$ cat src/rtl/tamagotchi_pkg.sv
// Shared definitions for the pet stats scheduling slice.
// Holds the stat and action index encodings, the per-action command table
// (stat, signed delta, whether a second command follows), the scheduler FSM
// state encoding and small index helpers used by the scheduler and arbiter.
package tamagotchi_pkg;

    localparam int NUM_STATS   = 6;
    localparam int NUM_ACTIONS = 6;

    // Stat indices as seen on cmd_stat.
    localparam logic [2:0] STAT_HUNGER    = 3'd0;
    localparam logic [2:0] STAT_HAPPINESS = 3'd1;
    localparam logic [2:0] STAT_HEALTH    = 3'd2;
    localparam logic [2:0] STAT_HYGIENE   = 3'd3;
    localparam logic [2:0] STAT_ENERGY    = 3'd4;
    localparam logic [2:0] STAT_SOCIAL    = 3'd5;

    // Action indices, matching the act_req / grant bit positions.
    localparam logic [2:0] ACT_FEED  = 3'd0;
    localparam logic [2:0] ACT_PLAY  = 3'd1;
    localparam logic [2:0] ACT_CLEAN = 3'd2;
    localparam logic [2:0] ACT_SLEEP = 3'd3;
    localparam logic [2:0] ACT_HEAL  = 3'd4;
    localparam logic [2:0] ACT_CHAT  = 3'd5;

    // Decay always subtracts one (two's complement 4-bit).
    localparam logic [3:0] DECAY_DELTA = 4'hF;
    // Skip value that never matches a stat index, i.e. "skip nothing".
    localparam logic [2:0] NO_SKIP     = 3'd7;

    typedef struct packed {
        logic [2:0] stat;
        logic [3:0] delta;
    } stat_cmd_t;

    typedef struct packed {
        stat_cmd_t first;
        stat_cmd_t second;
        logic      has_second;
    } action_entry_t;

    // Deltas are 4-bit two's complement: 4'hF = -1, 4'hE = -2.
    localparam action_entry_t FEED_ENTRY = '{
        first:  '{stat: STAT_HUNGER,    delta: 4'h4},
        second: '{stat: STAT_HYGIENE,   delta: 4'hF},
        has_second: 1'b1};
    localparam action_entry_t PLAY_ENTRY = '{
        first:  '{stat: STAT_HAPPINESS, delta: 4'h3},
        second: '{stat: STAT_ENERGY,    delta: 4'hE},
        has_second: 1'b1};
    localparam action_entry_t CLEAN_ENTRY = '{
        first:  '{stat: STAT_HYGIENE,   delta: 4'h4},
        second: '{stat: STAT_HUNGER,    delta: 4'h0},
        has_second: 1'b0};
    localparam action_entry_t SLEEP_ENTRY = '{
        first:  '{stat: STAT_ENERGY,    delta: 4'h5},
        second: '{stat: STAT_SOCIAL,    delta: 4'hF},
        has_second: 1'b1};
    localparam action_entry_t HEAL_ENTRY = '{
        first:  '{stat: STAT_HEALTH,    delta: 4'h3},
        second: '{stat: STAT_HAPPINESS, delta: 4'hF},
        has_second: 1'b1};
    localparam action_entry_t CHAT_ENTRY = '{
        first:  '{stat: STAT_SOCIAL,    delta: 4'h3},
        second: '{stat: STAT_ENERGY,    delta: 4'hF},
        has_second: 1'b1};

    typedef enum logic [1:0] {
        ST_IDLE  = 2'd0,
        ST_CMD_A = 2'd1,
        ST_CMD_B = 2'd2,
        ST_DECAY = 2'd3
    } sched_state_e;

    function automatic action_entry_t action_lookup(input logic [2:0] act);
        action_entry_t e;
        case (act)
            ACT_FEED:  e = FEED_ENTRY;
            ACT_PLAY:  e = PLAY_ENTRY;
            ACT_CLEAN: e = CLEAN_ENTRY;
            ACT_SLEEP: e = SLEEP_ENTRY;
            ACT_HEAL:  e = HEAL_ENTRY;
            ACT_CHAT:  e = CHAT_ENTRY;
            default:   e = '0;
        endcase
        return e;
    endfunction

    // (a + b) mod 6 for operands already in 0..5.
    function automatic logic [2:0] wrap6_add(input logic [2:0] a, input logic [2:0] b);
        logic [3:0] s;
        s = {1'b0, a} + {1'b0, b};
        if (s >= 4'd6) begin
            s = s - 4'd6;
        end else begin
            s = s;
        end
        return s[2:0];
    endfunction

    function automatic logic [2:0] onehot6_to_idx(input logic [5:0] oh);
        logic [2:0] idx;
        case (oh)
            6'b000001: idx = 3'd0;
            6'b000010: idx = 3'd1;
            6'b000100: idx = 3'd2;
            6'b001000: idx = 3'd3;
            6'b010000: idx = 3'd4;
            6'b100000: idx = 3'd5;
            default:   idx = 3'd0;
        endcase
        return idx;
    endfunction

    // First stat index of a decay sweep, stepping over the skipped one.
    function automatic logic [2:0] first_decay_idx(input logic [2:0] skip);
        logic [2:0] idx;
        if (skip == 3'd0) begin
            idx = 3'd1;
        end else begin
            idx = 3'd0;
        end
        return idx;
    endfunction

    // Next stat index of a decay sweep; a result >= 6 means the sweep is done.
    function automatic logic [2:0] next_decay_idx(input logic [2:0] idx, input logic [2:0] skip);
        logic [2:0] n;
        n = idx + 3'd1;
        if (n == skip) begin
            n = n + 3'd1;
        end else begin
            n = n;
        end
        return n;
    endfunction

endpackage

$ cat src/rtl/stats_action_scheduler_rr_arbiter6.sv
// rr_arbiter6: combinational six-way round-robin arbiter.
// Picks the lowest pending index at or after ptr (wrapping past 5 to 0).
// Ports:
//   pending  [5:0] in   outstanding requests
//   ptr      [2:0] in   search start, 0..5
//   grant    [5:0] out  one-hot winner, zero when nothing is pending
//   next_ptr [2:0] out  winner + 1 mod 6, or ptr when nothing is pending
module rr_arbiter6
    import tamagotchi_pkg::*;
(
    input  logic [5:0] pending,
    input  logic [2:0] ptr,
    output logic [5:0] grant,
    output logic [2:0] next_ptr
);

    logic       found_s;
    logic [2:0] cand_s;

    // Scan the six positions starting at ptr and keep the first pending one.
    always_comb begin
        grant    = 6'd0;
        next_ptr = ptr;
        found_s  = 1'b0;
        cand_s   = 3'd0;
        for (int k = 0; k < NUM_ACTIONS; k++) begin
            cand_s = wrap6_add(ptr, 3'(k));
            if (!found_s && pending[cand_s]) begin
                found_s        = 1'b1;
                grant[cand_s]  = 1'b1;
                next_ptr       = wrap6_add(cand_s, 3'd1);
            end else begin
                found_s = found_s;
            end
        end
    end

endmodule

$ cat src/rtl/stats_action_scheduler.sv
// stats_action_scheduler: sequences every write into the pet stats datapath.
// Six action buttons are edge-captured into pending requests and granted
// round-robin; a free-running decay timer periodically requests a sweep that
// subtracts one from every stat. Each granted job is expanded into signed
// delta commands on a valid/ready port. Decay beats actions at arbitration,
// and nothing preempts a job already running.
// Optional build macro DECAY_JITTER_EN: when defined, rand_in[2:0] sampled on
// entry to a decay sweep names a stat (if < 6) that the sweep skips.
// Ports:
//   clk, reset     clock; synchronous active-high reset
//   act_req   [5:0] level action buttons (feed, play, clean, sleep, heal, chat)
//   rand_in   [3:0] LFSR value (used only with DECAY_JITTER_EN)
//   cmd_ready       datapath accepts the command this cycle
//   cmd_valid       command present; cmd_stat / cmd_delta stable until accepted
//   cmd_stat  [2:0] stat index
//   cmd_delta [3:0] signed delta
//   grant     [5:0] one-cycle one-hot pulse per granted action
//   decay_tick      one-cycle pulse on decay timer wrap
//   busy            scheduler is running a job
module stats_action_scheduler
    import tamagotchi_pkg::*;
#(
    parameter logic [23:0] MAX_COUNT = 24'd10_000_000
) (
    input  logic       clk,
    input  logic       reset,
    input  logic [5:0] act_req,
    input  logic [3:0] rand_in,
    input  logic       cmd_ready,
    output logic       cmd_valid,
    output logic [2:0] cmd_stat,
    output logic [3:0] cmd_delta,
    output logic [5:0] grant,
    output logic       decay_tick,
    output logic       busy
);

    sched_state_e  state_r;
    logic [5:0]    act_prev_r;
    logic [5:0]    pending_r;
    logic          decay_pend_r;
    logic [23:0]   count_r;
    logic [2:0]    ptr_r;
    logic [2:0]    cur_act_r;
    logic [2:0]    idx_r;

    logic [5:0]    edge_s;
    logic          wrap_s;
    logic          take_decay_s;
    logic          take_action_s;
    logic [5:0]    grant_clear_s;
    logic          decay_pend_next_s;
    logic [5:0]    arb_grant_s;
    logic [2:0]    arb_next_ptr_s;
    action_entry_t entry_s;
    logic [2:0]    skip_entry_s;
    logic [2:0]    skip_cur_s;
    logic [2:0]    nxt_idx_s;
    logic          unused_rand_s;

`ifdef DECAY_JITTER_EN
    logic [2:0] skip_r;

    assign skip_entry_s  = rand_in[2:0];
    assign skip_cur_s    = skip_r;
    assign unused_rand_s = rand_in[3];

    // Latch the jitter skip index when a decay sweep starts.
    always_ff @(posedge clk) begin
        if (reset) begin
            skip_r <= NO_SKIP;
        end else if (take_decay_s) begin
            skip_r <= rand_in[2:0];
        end else begin
            skip_r <= skip_r;
        end
    end
`else
    assign skip_entry_s  = NO_SKIP;
    assign skip_cur_s    = NO_SKIP;
    assign unused_rand_s = ^rand_in;
`endif

    rr_arbiter6 u_arb (
        .pending  (pending_r),
        .ptr      (ptr_r),
        .grant    (arb_grant_s),
        .next_ptr (arb_next_ptr_s)
    );

    assign edge_s        = act_req & ~act_prev_r;
    assign wrap_s        = (count_r == (MAX_COUNT - 24'd1));
    assign take_decay_s  = (state_r == ST_IDLE) && decay_pend_r;
    assign take_action_s = (state_r == ST_IDLE) && !decay_pend_r && (pending_r != 6'd0);
    assign grant_clear_s = take_action_s ? arb_grant_s : 6'd0;
    assign entry_s       = action_lookup(cur_act_r);
    assign nxt_idx_s     = next_decay_idx(idx_r, skip_cur_s);

    // A wrap only arms the decay request when none is outstanding; a wrap that
    // lands while one is already pending is dropped, even on the take cycle.
    always_comb begin
        decay_pend_next_s = decay_pend_r;
        if (wrap_s && !decay_pend_r) begin
            decay_pend_next_s = 1'b1;
        end else if (take_decay_s) begin
            decay_pend_next_s = 1'b0;
        end else begin
            decay_pend_next_s = decay_pend_r;
        end
    end

    // Decay timer, button edge capture and pending request bookkeeping.
    always_ff @(posedge clk) begin
        if (reset) begin
            act_prev_r   <= 6'b111111;
            pending_r    <= 6'd0;
            decay_pend_r <= 1'b0;
            count_r      <= 24'd0;
            decay_tick   <= 1'b0;
            grant        <= 6'd0;
        end else begin
            act_prev_r   <= act_req;
            // A new edge in the grant cycle re-arms the request.
            pending_r    <= (pending_r & ~grant_clear_s) | edge_s;
            decay_pend_r <= decay_pend_next_s;
            count_r      <= wrap_s ? 24'd0 : (count_r + 24'd1);
            decay_tick   <= wrap_s;
            grant        <= grant_clear_s;
        end
    end

    // Scheduler FSM: each job spends one cycle after entry before raising
    // cmd_valid, then advances one command per handshake.
    always_ff @(posedge clk) begin
        if (reset) begin
            state_r   <= ST_IDLE;
            ptr_r     <= 3'd0;
            cur_act_r <= 3'd0;
            idx_r     <= 3'd0;
            cmd_valid <= 1'b0;
            cmd_stat  <= 3'd0;
            cmd_delta <= 4'd0;
            busy      <= 1'b0;
        end else begin
            case (state_r)
                ST_IDLE: begin
                    cmd_valid <= 1'b0;
                    if (decay_pend_r) begin
                        state_r <= ST_DECAY;
                        busy    <= 1'b1;
                        idx_r   <= first_decay_idx(skip_entry_s);
                    end else if (pending_r != 6'd0) begin
                        state_r   <= ST_CMD_A;
                        busy      <= 1'b1;
                        ptr_r     <= arb_next_ptr_s;
                        cur_act_r <= onehot6_to_idx(arb_grant_s);
                    end else begin
                        busy <= 1'b0;
                    end
                end

                ST_CMD_A: begin
                    if (!cmd_valid) begin
                        cmd_valid <= 1'b1;
                        cmd_stat  <= entry_s.first.stat;
                        cmd_delta <= entry_s.first.delta;
                    end else if (cmd_ready) begin
                        if (entry_s.has_second) begin
                            state_r   <= ST_CMD_B;
                            cmd_stat  <= entry_s.second.stat;
                            cmd_delta <= entry_s.second.delta;
                        end else begin
                            state_r   <= ST_IDLE;
                            busy      <= 1'b0;
                            cmd_valid <= 1'b0;
                            cmd_stat  <= 3'd0;
                            cmd_delta <= 4'd0;
                        end
                    end else begin
                        cmd_valid <= cmd_valid;
                    end
                end

                ST_CMD_B: begin
                    if (cmd_ready) begin
                        state_r   <= ST_IDLE;
                        busy      <= 1'b0;
                        cmd_valid <= 1'b0;
                        cmd_stat  <= 3'd0;
                        cmd_delta <= 4'd0;
                    end else begin
                        cmd_valid <= cmd_valid;
                    end
                end

                ST_DECAY: begin
                    if (!cmd_valid) begin
                        cmd_valid <= 1'b1;
                        cmd_stat  <= idx_r;
                        cmd_delta <= DECAY_DELTA;
                    end else if (cmd_ready) begin
                        if (nxt_idx_s >= 3'(NUM_STATS)) begin
                            state_r   <= ST_IDLE;
                            busy      <= 1'b0;
                            cmd_valid <= 1'b0;
                            cmd_stat  <= 3'd0;
                            cmd_delta <= 4'd0;
                        end else begin
                            idx_r    <= nxt_idx_s;
                            cmd_stat <= nxt_idx_s;
                        end
                    end else begin
                        cmd_valid <= cmd_valid;
                    end
                end

                default: begin
                    state_r   <= ST_IDLE;
                    busy      <= 1'b0;
                    cmd_valid <= 1'b0;
                end
            endcase
        end
    end

endmodule

$ cat config.mk
export PLATFORM = sky130hd
export DESIGN_NAME = stats_action_scheduler
export DESIGN_NICKNAME = d
export VERILOG_FILES = /design/src/rtl/tamagotchi_pkg.sv /design/src/rtl/stats_action_scheduler_rr_arbiter6.sv /design/src/rtl/stats_action_scheduler.sv
export SDC_FILE = /design/constraint.sdc
export NUM_CORES = 1
export LEC_CHECK = 0
export BUFFER_PORTS_ARGS = -buffer_cell sky130_fd_sc_hd__buf_4
export CORE_ASPECT_RATIO = 0.75
export CORE_UTILIZATION = 55
export CTS_CLUSTER_DIAMETER = 150
export DETAILED_ROUTE_END_ITERATION = 8
export PLACE_DENSITY_LB_ADDON = 0.05
export RECOVER_POWER = 100
export SYNTH_ARGS = -nofsm -noshare
export SYNTH_HDL_FRONTEND = slang
export SYNTH_SLANG_ARGS = --single-unit
$ cat constraint.sdc
create_clock -name clk -period 3.8 [get_ports clk]
set_input_delay 0 -clock clk [delete_from_list [all_inputs] [get_ports clk]]
set_output_delay 0 -clock clk [all_outputs]
set_load 0.05 [all_outputs]
# Word-level counts from Yosys, hierarchy flattened
# Index checks and enable logic that the tools add are counted.
# op_classes
n_eq_ne	28
n_bitwise	11
order_cmp	25
add_sub_neg	26
muxes	107
n_reduce_logical	36
# ops
cell	count
two-way mux 3 bit	30
one-hot mux 15 bit (6 select lines)	1
greater-or-equal comparator 4 x 3 -> 1 bit, second input constant	11
two-way mux 6 bit	7
bitwise OR 6 bit	6
subtractor 3 bit, second input constant	12
two-way mux 1 bit	34
adder 3 x 1 -> 4 bit, second input constant	7
two-way mux 4 bit	7
adder 24 x 1 -> 24 bit, second input constant	1
equality test 24 bit, second input constant	1
< comparator 3 x 4 -> 1 bit, second input constant	6
binary-select mux 1 bit (select 3 bit)	6
demux 1 bit (select 3 bit)	6
greater-or-equal comparator 3 x 1 -> 1 bit, second input constant	6
two-way mux 2 bit	9
!= test 2 bit, second input constant	9
logical AND 1 bit	15
one-hot mux 3 bit (5 select lines)	1
AND reduction 7 bit	2
bitwise AND 6 bit	2
inverter 6 bit	2
one-hot mux 4 bit (3 select lines)	1
nonzero test 6 bit	2
30 further kinds	49
# totals
inputBits	13
out_inout_bits	16
reg_bits	64
word_cells	247

# Logic depth before layout (Yosys ltp)
# Gate-level depths: netlist of run 1.
# depth
ltp_word	24
mapped_depth	17

# Hierarchy
# A second synthesis of run 1 with hierarchy kept.
# unflattened
cells_unflattened	602
area_unflattened_um2	4883.4
# modules_own_cells
module	seq_area_each_um2	n_inst	cells_each	area_per_inst_um2
stats_action_scheduler	1281.2	1	361	3154.3
rr_arbiter6	0.0	1	241	1729.2

# Worst setup path after synthesis of run 1
# OpenSTA, ideal clock, no wires.
# synth_timing
path_type	reg2reg
start	reg ptr_r[0]
end	reg cur_act_r[0]
path_slack_ps	-309
stages_incl_launch_ff	16
synth_period_minus_slack_ps	4109
n_path_buf	4
arrival_ps	4021
cell_sequence	dfxtp_1 -> buf_6 -> buf_6 -> clkbuf_1 -> inv_2 -> ha_1 -> clkbuf_1 -> and3b_1 -> o211ai_1 -> o221ai_2 -> a2111oi_4 -> a31oi_1 -> a22o_1 -> xor2_1 -> or4_1 -> a311oi_2
# synth_between
elab_chain_len	22
# synth_rtl
item	line	source
from (decl)	stats_action_scheduler.sv:43	logic [2:0] ptr_r;
from (signal assigned)	stats_action_scheduler.sv:155	ptr_r <= arb_next_ptr_s;
branches (longest 19 deep; another with adder 3 x 1 -> 4 bit)	n/a	
two-way mux 6 bit *	stats_action_scheduler_rr_arbiter6.sv:28	if (!found_s && pending[cand_s]) begin
equality test 6 bit (tied with other cells)	tamagotchi_pkg.sv:103	case (oh)
one-hot mux 3 bit (5 select lines) *	tamagotchi_pkg.sv:103	
to (signal assigned)	stats_action_scheduler.sv:156	cur_act_r <= onehot6_to_idx(arb_grant_s);
to (decl)	stats_action_scheduler.sv:44	logic [2:0] cur_act_r;
# Mark *: on every way between the ends. The select of a mux whose other input is x is not followed.
# A chain may end at the register's enable or synchronous reset.

# Worst setup path in the final report of run 1
# layout_timing
start	reg ptr_r[1]
end	reg cur_act_r[0]
# The elaborated chain is that of the path after synthesis.

==> results of run 1 <==
-- stage by stage --
step | utilization (%) | power [mW] | std cells
after floorplan | - | 3.06 | 566
after global placement | 61.2 | 3.69 | 690
after detailed placement | 61.2 | 3.77 | 690
after CTS | 64.6 | 4.37 | 713
after global routing | 64.4 | 4.79 | 717
final | 64.4 | 4.43 | 717
-- per-layer routing --
metal | part of all wire (%) | track usage [%] | vias to the layer above
li1 | - | - | 2100
met1 | 50 | 39.4 | 1932
met2 | 41 | 39.9 | 132
met3 | 7.7 | 6.66 | 8
met4 | 0.80 | 5.48 | 0
met5 | 0 | 0 | -
-- sequential cells by signal, indices dropped and copies added (netlist names), 4 cells and up --
signal and count:
count_r 24, pending_r 6, grant 6, act_prev_r 6
cmd_delta 4
-- cells in the final DEF (no fill, tap or decap), types with 5 or more instances in the layout --
cell           instances
nor3_1                15
nor2_1                67
or2_2                  7
nand2b_1              17
a211oi_1               6
clkbuf_1              19
ha_1                  20
a21o_1                 5
clkbuf_8              10
dlygate4sd3_1          7
inv_1                 18
a22oi_1                5
buf_4                 24
xor2_1                19
xnor2_1               13
a21oi_1               46
clkbuf_4               5
nor2b_1                8
o21ai_0               34
mux2i_1               13
dfxtp_1               63
a31oi_1                6
nand3_1               25
nand4_1                9
o31ai_1                8
nand2_1               47
-- kinds of logic (layout without fill, tap and decap cells) --
kind of cell,after synthesis,in the layout,share of synthesized area (%)
and+or+nand+nor,224,224,24.5
AOI/OAI and AO/OA,151,152,22.4
DFF,64,64,28.5
buffers and inverters,47,92,4.87
xor gates and xnor gates,36,36,7.76
adders and majority gates,22,22,6.28
muxes,22,22,5.78
-- worst max-delay path by stage --
stage,startpoint,to
global placement,ptr_r[1],cur_act_r[0]
detailed placement,ptr_r[1],cur_act_r[0]
finish,ptr_r[1],cur_act_r[0]
floorplan,ptr_r[0],cur_act_r[0]
global route,ptr_r[2],cur_act_r[0]
CTS,ptr_r[1],cur_act_r[0]
-- power by group through the flow --
| stage | clock, mW | sequential (mW) | combinational [mW] |
|---|---|---|---|
| after floorplan | 0 | 0.943 | 2.12 |
| after global placement | 0 | 0.846 | 2.85 |
| after detailed placement | 0 | 0.850 | 2.92 |
| after CTS | 0.604 | 0.835 | 2.93 |
| after global routing | 0.646 | 0.850 | 3.29 |
| final | 0.592 | 0.836 | 3.01 |
-- area by class of cell --
| cell class | instances | area (um^2) |
|---|---|---|
| tap | 105 | 131 |
| clock buffer | 10 | 138 |
| inverter | 21 | 78.8 |
| fill | 719 | 2820 |
| sequential | 64 | 1280 |
| clock inverter | 6 | 67.6 |
| timing repair buffer | 55 | 359 |
| multi-input combinational | 456 | 3040 |
-- timing repair --
item / 4_1_cts / 5_1_grt
endpoints found under the hold margin: 13 / 0
endpoints found under the setup margin: 0 / 2
hold buffers: 7 / 0
setup buffers: 0 / 3
resized for setup: 0 / 4
==> flow_summary.json, run 1 <==
{
  "max_slew_margin_pct": 18.0,
  "crit_cells": 11,
  "grt_first_pass_wirelength_um": 18100,
  "slowest_stage": "or4_1",
  "synth-main-ff-cell": "dfxtp_1",
  "ir_worst_vdd_v": 0.000528,
  "min_to": "cmd_stat[2]",
  "synth_edf_count": 0,
  "criticalPathCategory": "reg -> reg",
  "cp_max_fo": 8,
  "hold_violations": 0,
  "min_from": "reset",
  "final_nets": 642,
  "drt_iter0_markers": 336,
  "port_buffers": 24,
  "synth-seq-area-share_pct": 28.5,
  "vias": 4172,
  "comb_power_share_pct": 67.8,
  "start_kind": "register",
  "path_buf_inv": 1,
  "holdPathStages": 2,
  "synth.cell_area_um2": 4500,
  "clkPwrFrac_pct": 13.4,
  "die-area_um2": 8550,
  "synth.most_common_cell": "nor2_1",
  "area_delta_synth_final_pct": 13.3,
  "synth.net_count": 601,
  "syn_avg_cell_area_um2": 7.95,
  "yosysTopAreaCellShare_pct": 28.5,
  "die_w_um": 106,
  "worstPathRequired_ps": 4050,
  "leakagePower_nw": 1.90,
  "clk_latency_ps": 340,
  "start_util_pct": 56.8,
  "grt_pass1_vias": 3758,
  "dp_hpwl_um": 8090,
  "postRouteAntennaNets": 0,
  "yosysUniqueCellTypes": 75,
  "antennaDiodeCount": 0,
  "r2r_slack_ps": 210,
  "setup_tns_ps": 0,
  "p_seq_share_pct": 18.8,
  "synth_top_cells_by_area": "dfxtp_1 28%, ha_1 5.8%, nor2_1 5.6%, a21oi_1 5.2%, nand2_1 3.9%",
  "synthCells": 566,
  "coreArea_um2": 7920,
  "crit_top_cell": "mux2_2",
  "place_congestion": 0.922,
  "drive_above_1_share_pct": 13.7,
  "htree_levels": 3,
  "min_path_type": "in -> reg",
  "finalWorstSetupSlack_ps": 205,
  "grt_overflow": 0,
  "worstSetupEndpointType": "register",
  "r2r_end": "cur_act_r[0]",
  "grt_max_degree": 37,
  "placed_area_um2": 4840,
  "cts_root_buf": "clkbuf_8",
  "detail_route.wl_per_cell_um": 15.0,
  "rsz0062_at_grt": "no",
  "p_int_mw": 2.25,
  "cts_tree": "done",
  "max-cap-violations": 0,
  "drt-total-wl_um": 10800,
  "setup_violations": 0,
  "ys_seq_elements": 64,
  "grt_usage_pct": 27.0,
  "swShare_pct": 49.2,
  "path_cells": "buf_4 > ha_2 > mux2_2 > mux2_1 > o21ai_4 > a2111oi_2 > and2_1 > a21o_1 > mux2_2 > or4_1 > a311oi_2",
  "yosys-top-cells-count": "67 x nor2_1, 64 x dfxtp_1, 47 x a21oi_1, 47 x nand2_1, 34 x o21ai_0",
  "ios": 29,
  "pre_cts_slack_ps": 207,
  "reg2reg_from": "ptr_r[1]",
  "final_area_um2": 5100,
  "fp-row-count": 28,
  "clk_pin_slew_ps": 70,
  "die_h_um": 80.3,
  "grt_antenna_before_repair": 0,
  "critPathTopFamily": "multiplexers",
  "finalMaxSlewViolations": 0,
  "viasPerCell": 5.82,
  "drc": 0,
  "finalCritPeriodShare_pct": 94.6,
  "fin_crit_ps": 3590,
  "outcome": "finished, final reports clean",
  "max_freq_mhz": 278,
  "holdWs_ps": 60.7,
  "cts.sinks": 64,
  "synthArstFlopShare_pct": 0,
  "clk_path_buf_depth": 2,
  "synth_top_area_cell": "dfxtp_1",
  "p_sw_mw": 2.18,
  "reg2reg_depth": 11,
  "arrival_ps": 3850,
  "powerDensity_nw_per_um2": 870,
  "dr.pass1.iters": 5,
  "worst_pin_slew_ps": 1230,
  "cts_buffers": 9,
  "fin_skew_ps": 8.42,
  "slowest_delay_ps": 490,
  "yosys_warnings": 0
}
No activity file was read; power rests on OpenSTA's default activity.
==> inputs of run 2 (changes only) <==
- REMOVE_ABC_BUFFERS: unset -> 1
==> run 2 against run 1 <==
  * Utilization increased by 0.63 points
  * Sequential share of layout area down 0.24 points
  * Highest routed layer unchanged
  * Combinational power barely moved
  * Largest cell class unchanged
  * Largest power group unchanged
==> flow_summary.json, run 2 (synthesized netlist as in run 1, its figures left out) <==
{
  "utilization_pct": 65.0,
  "max_freq_mhz": 275,
  "placed_area_um2": 4840,
  "min_from": "reset",
  "cts.sinks": 64,
  "clkPwrFrac_pct": 15.5,
  "outcome": "finished, final reports clean",
  "cp_max_fo": 11,
  "place_congestion": 1.01,
  "clk_path_buf_depth": 2,
  "ios": 29,
  "grt_max_degree": 37,
  "multi_input_area_um2": 3050,
  "arrival_ps": 3880,
  "p_int_mw": 2.42,
  "viasPerCell": 5.91,
  "slowest_stage": "or4_1",
  "grt_antenna_before_repair": 0,
  "holdWs_ps": 61.6,
  "drive_above_1_share_pct": 13.8,
  "grt_usage_pct": 26.3,
  "max_slew_margin_pct": 16.3,
  "path_cells": "buf_12 > inv_1 > ha_1 > mux2_2 > mux2_1 > o21ai_4 > and4bb_2 > a2bb2oi_2 > o21ai_2 > mux2_2 > or4_1 > a311oi_2",
  "slowest_delay_ps": 500,
  "criticalPathCategory": "reg -> reg",
  "vias": 4218,
  "p_sw_mw": 2.17,
  "setup_violations": 0,
  "mostFrequentLayoutCells": "67 x nor2_1, 63 x dfxtp_1, 47 x nand2_1, 46 x a21oi_1, 34 x o21ai_0",
  "powerDensity_nw_per_um2": 892,
  "r2r_end": "cur_act_r[0]",
  "swShare_pct": 47.3,
  "cts_root_buf": "clkbuf_8",
  "start_util_pct": 56.8,
  "die-area_um2": 8550,
  "worstPathRequired_ps": 4050,
  "reg2reg_depth": 12,
  "area_delta_synth_final_pct": 14.4,
  "largest_reg_flops": 24,
  "dp_hpwl_um": 8010,
  "grt_pass1_vias": 3634,
  "die_h_um": 80.3,
  "final_cells": 714,
  "htree_levels": 3,
  "start_kind": "register",
  "grt_overflow": 0,
  "ir_worst_vdd_v": 0.000489,
  "r2r_slack_ps": 170,
  "grt_first_pass_wirelength_um": 17900,
  "max-cap-violations": 0,
  "final_nets": 641,
  "min_path_type": "in -> reg",
  "worst_pin_slew_ps": 1260,
  "reg2reg_from": "ptr_r[2]",
  "detail_route.wl_per_cell_um": 15.3,
  "drt_iter0_markers": 381,
  "layout_commonest_cell": "nor2_1",
  "holdPathStages": 2,
  "clk_pin_slew_ps": 70,
  "min_to": "idx_r[1]",
  "hold_violations": 0,
  "placed_cells": 690,
  "crit_top_cell": "mux2_2",
  "final_area_um2": 5150,
  "coreArea_um2": 7920,
  "drc": 0,
  "cts_buffers": 9,
  "fillCellCount": 729,
  "finalMaxSlewViolations": 0,
  "fp-row-count": 28,
  "drt-total-wl_um": 10900,
  "port_buffers": 24,
  "top_register": "count_r",
  "comb_power_share_pct": 66.1,
  "fin_crit_ps": 3630,
  "postRouteAntennaNets": 0,
  "worstSetupEndpointType": "register",
  "die_w_um": 106,
  "dr.pass1.iters": 5,
  "fin_skew_ps": 5.60,
  "finalCritPeriodShare_pct": 95.6,
  "cts_tree": "done",
  "antennaDiodeCount": 0,
  "clk_latency_ps": 330,
  "leakagePower_nw": 1.92,
  "regArea_um2": 1280,
  "p_seq_share_pct": 18.3
}
run 2: cell types whose count changed in the layout (fill, tap and decap cells not counted), sizes merged:
| cell | before | now |
|---|---|---|
| clkinv | 2 | 0 |
| clkbuf | 34 | 33 |
| inv | 22 | 21 |
| bufinv | 1 | 3 |
| clkinvlp | 2 | 0 |
| buf | 24 | 25 |
run 2: metrics by stage:
step                TNS (ps)  setup slack, ps  power, mW
finish                     0              167       4.59
global route           -3.50            -3.50       4.94
CTS                        0              103       4.47
detailed placement         0              134       3.74
global placement           0              220       3.68
floorplan              -3100             -695       2.97
run 2: repair_timing:
action                                 4_1_cts  5_1_grt
endpoints found under the hold margin       13        0
gates resized for setup                      0        8
setup buffers                                0        2
setup endpoints to repair                    0        2
hold buffers                                 7        0
run 2: layout make-up:
class / instances / area share (%)
sequential: 64 / 24.9
tap: 105 / 2.55
clock inverter: 3 / 1.75
inverter: 21 / 1.53
clock buffer: 11 / 2.94
multi-input combinational: 456 / 59.2
timing repair buffer: 54 / 7.14
run 2: power by group through the flow:
stage               Combinational, mW  Sequential (mW)  Clock, mW
floorplan                        1.96             1.01          0
detailed placement               2.89            0.855          0
CTS                              2.91            0.841      0.728
finish                           3.04            0.842      0.712
global placement                 2.83            0.852          0
global route                     3.33            0.857      0.753
run 2: layer usage:
layer  global-route usage [%]  wire length [um]
met1                     41.0              5650
met2                     36.6              4380
met3                     5.36               819
met4                     5.48                70
met5                        0                 0
run 2: worst max-delay path by stage:
| stage | from | end | slack, ps | cells after the start |
|---|---|---|---|---|
| floorplan | ptr_r[0] | cur_act_r[0] | -700 | 11 |
| global placement | ptr_r[1] | cur_act_r[0] | 220 | 11 |
| detailed placement | ptr_r[1] | cur_act_r[0] | 130 | 11 |
| CTS | ptr_r[1] | cur_act_r[0] | 100 | 11 |
| global route | ptr_r[1] | cur_act_r[0] | -3 | 12 |
| finish | ptr_r[2] | cur_act_r[0] | 170 | 12 |
run 2: critical path: cells and delay by family (launching register included):
kind                     cells  cell delay (ps)
AO/OA/AOI/OAI                4              790
adder cells (fa/ha/maj)      1              290
multiplexers                 3             1010
AND/OR/NAND/NOR              2              790
flip-flops                   1              450
buffers and inverters        2              230
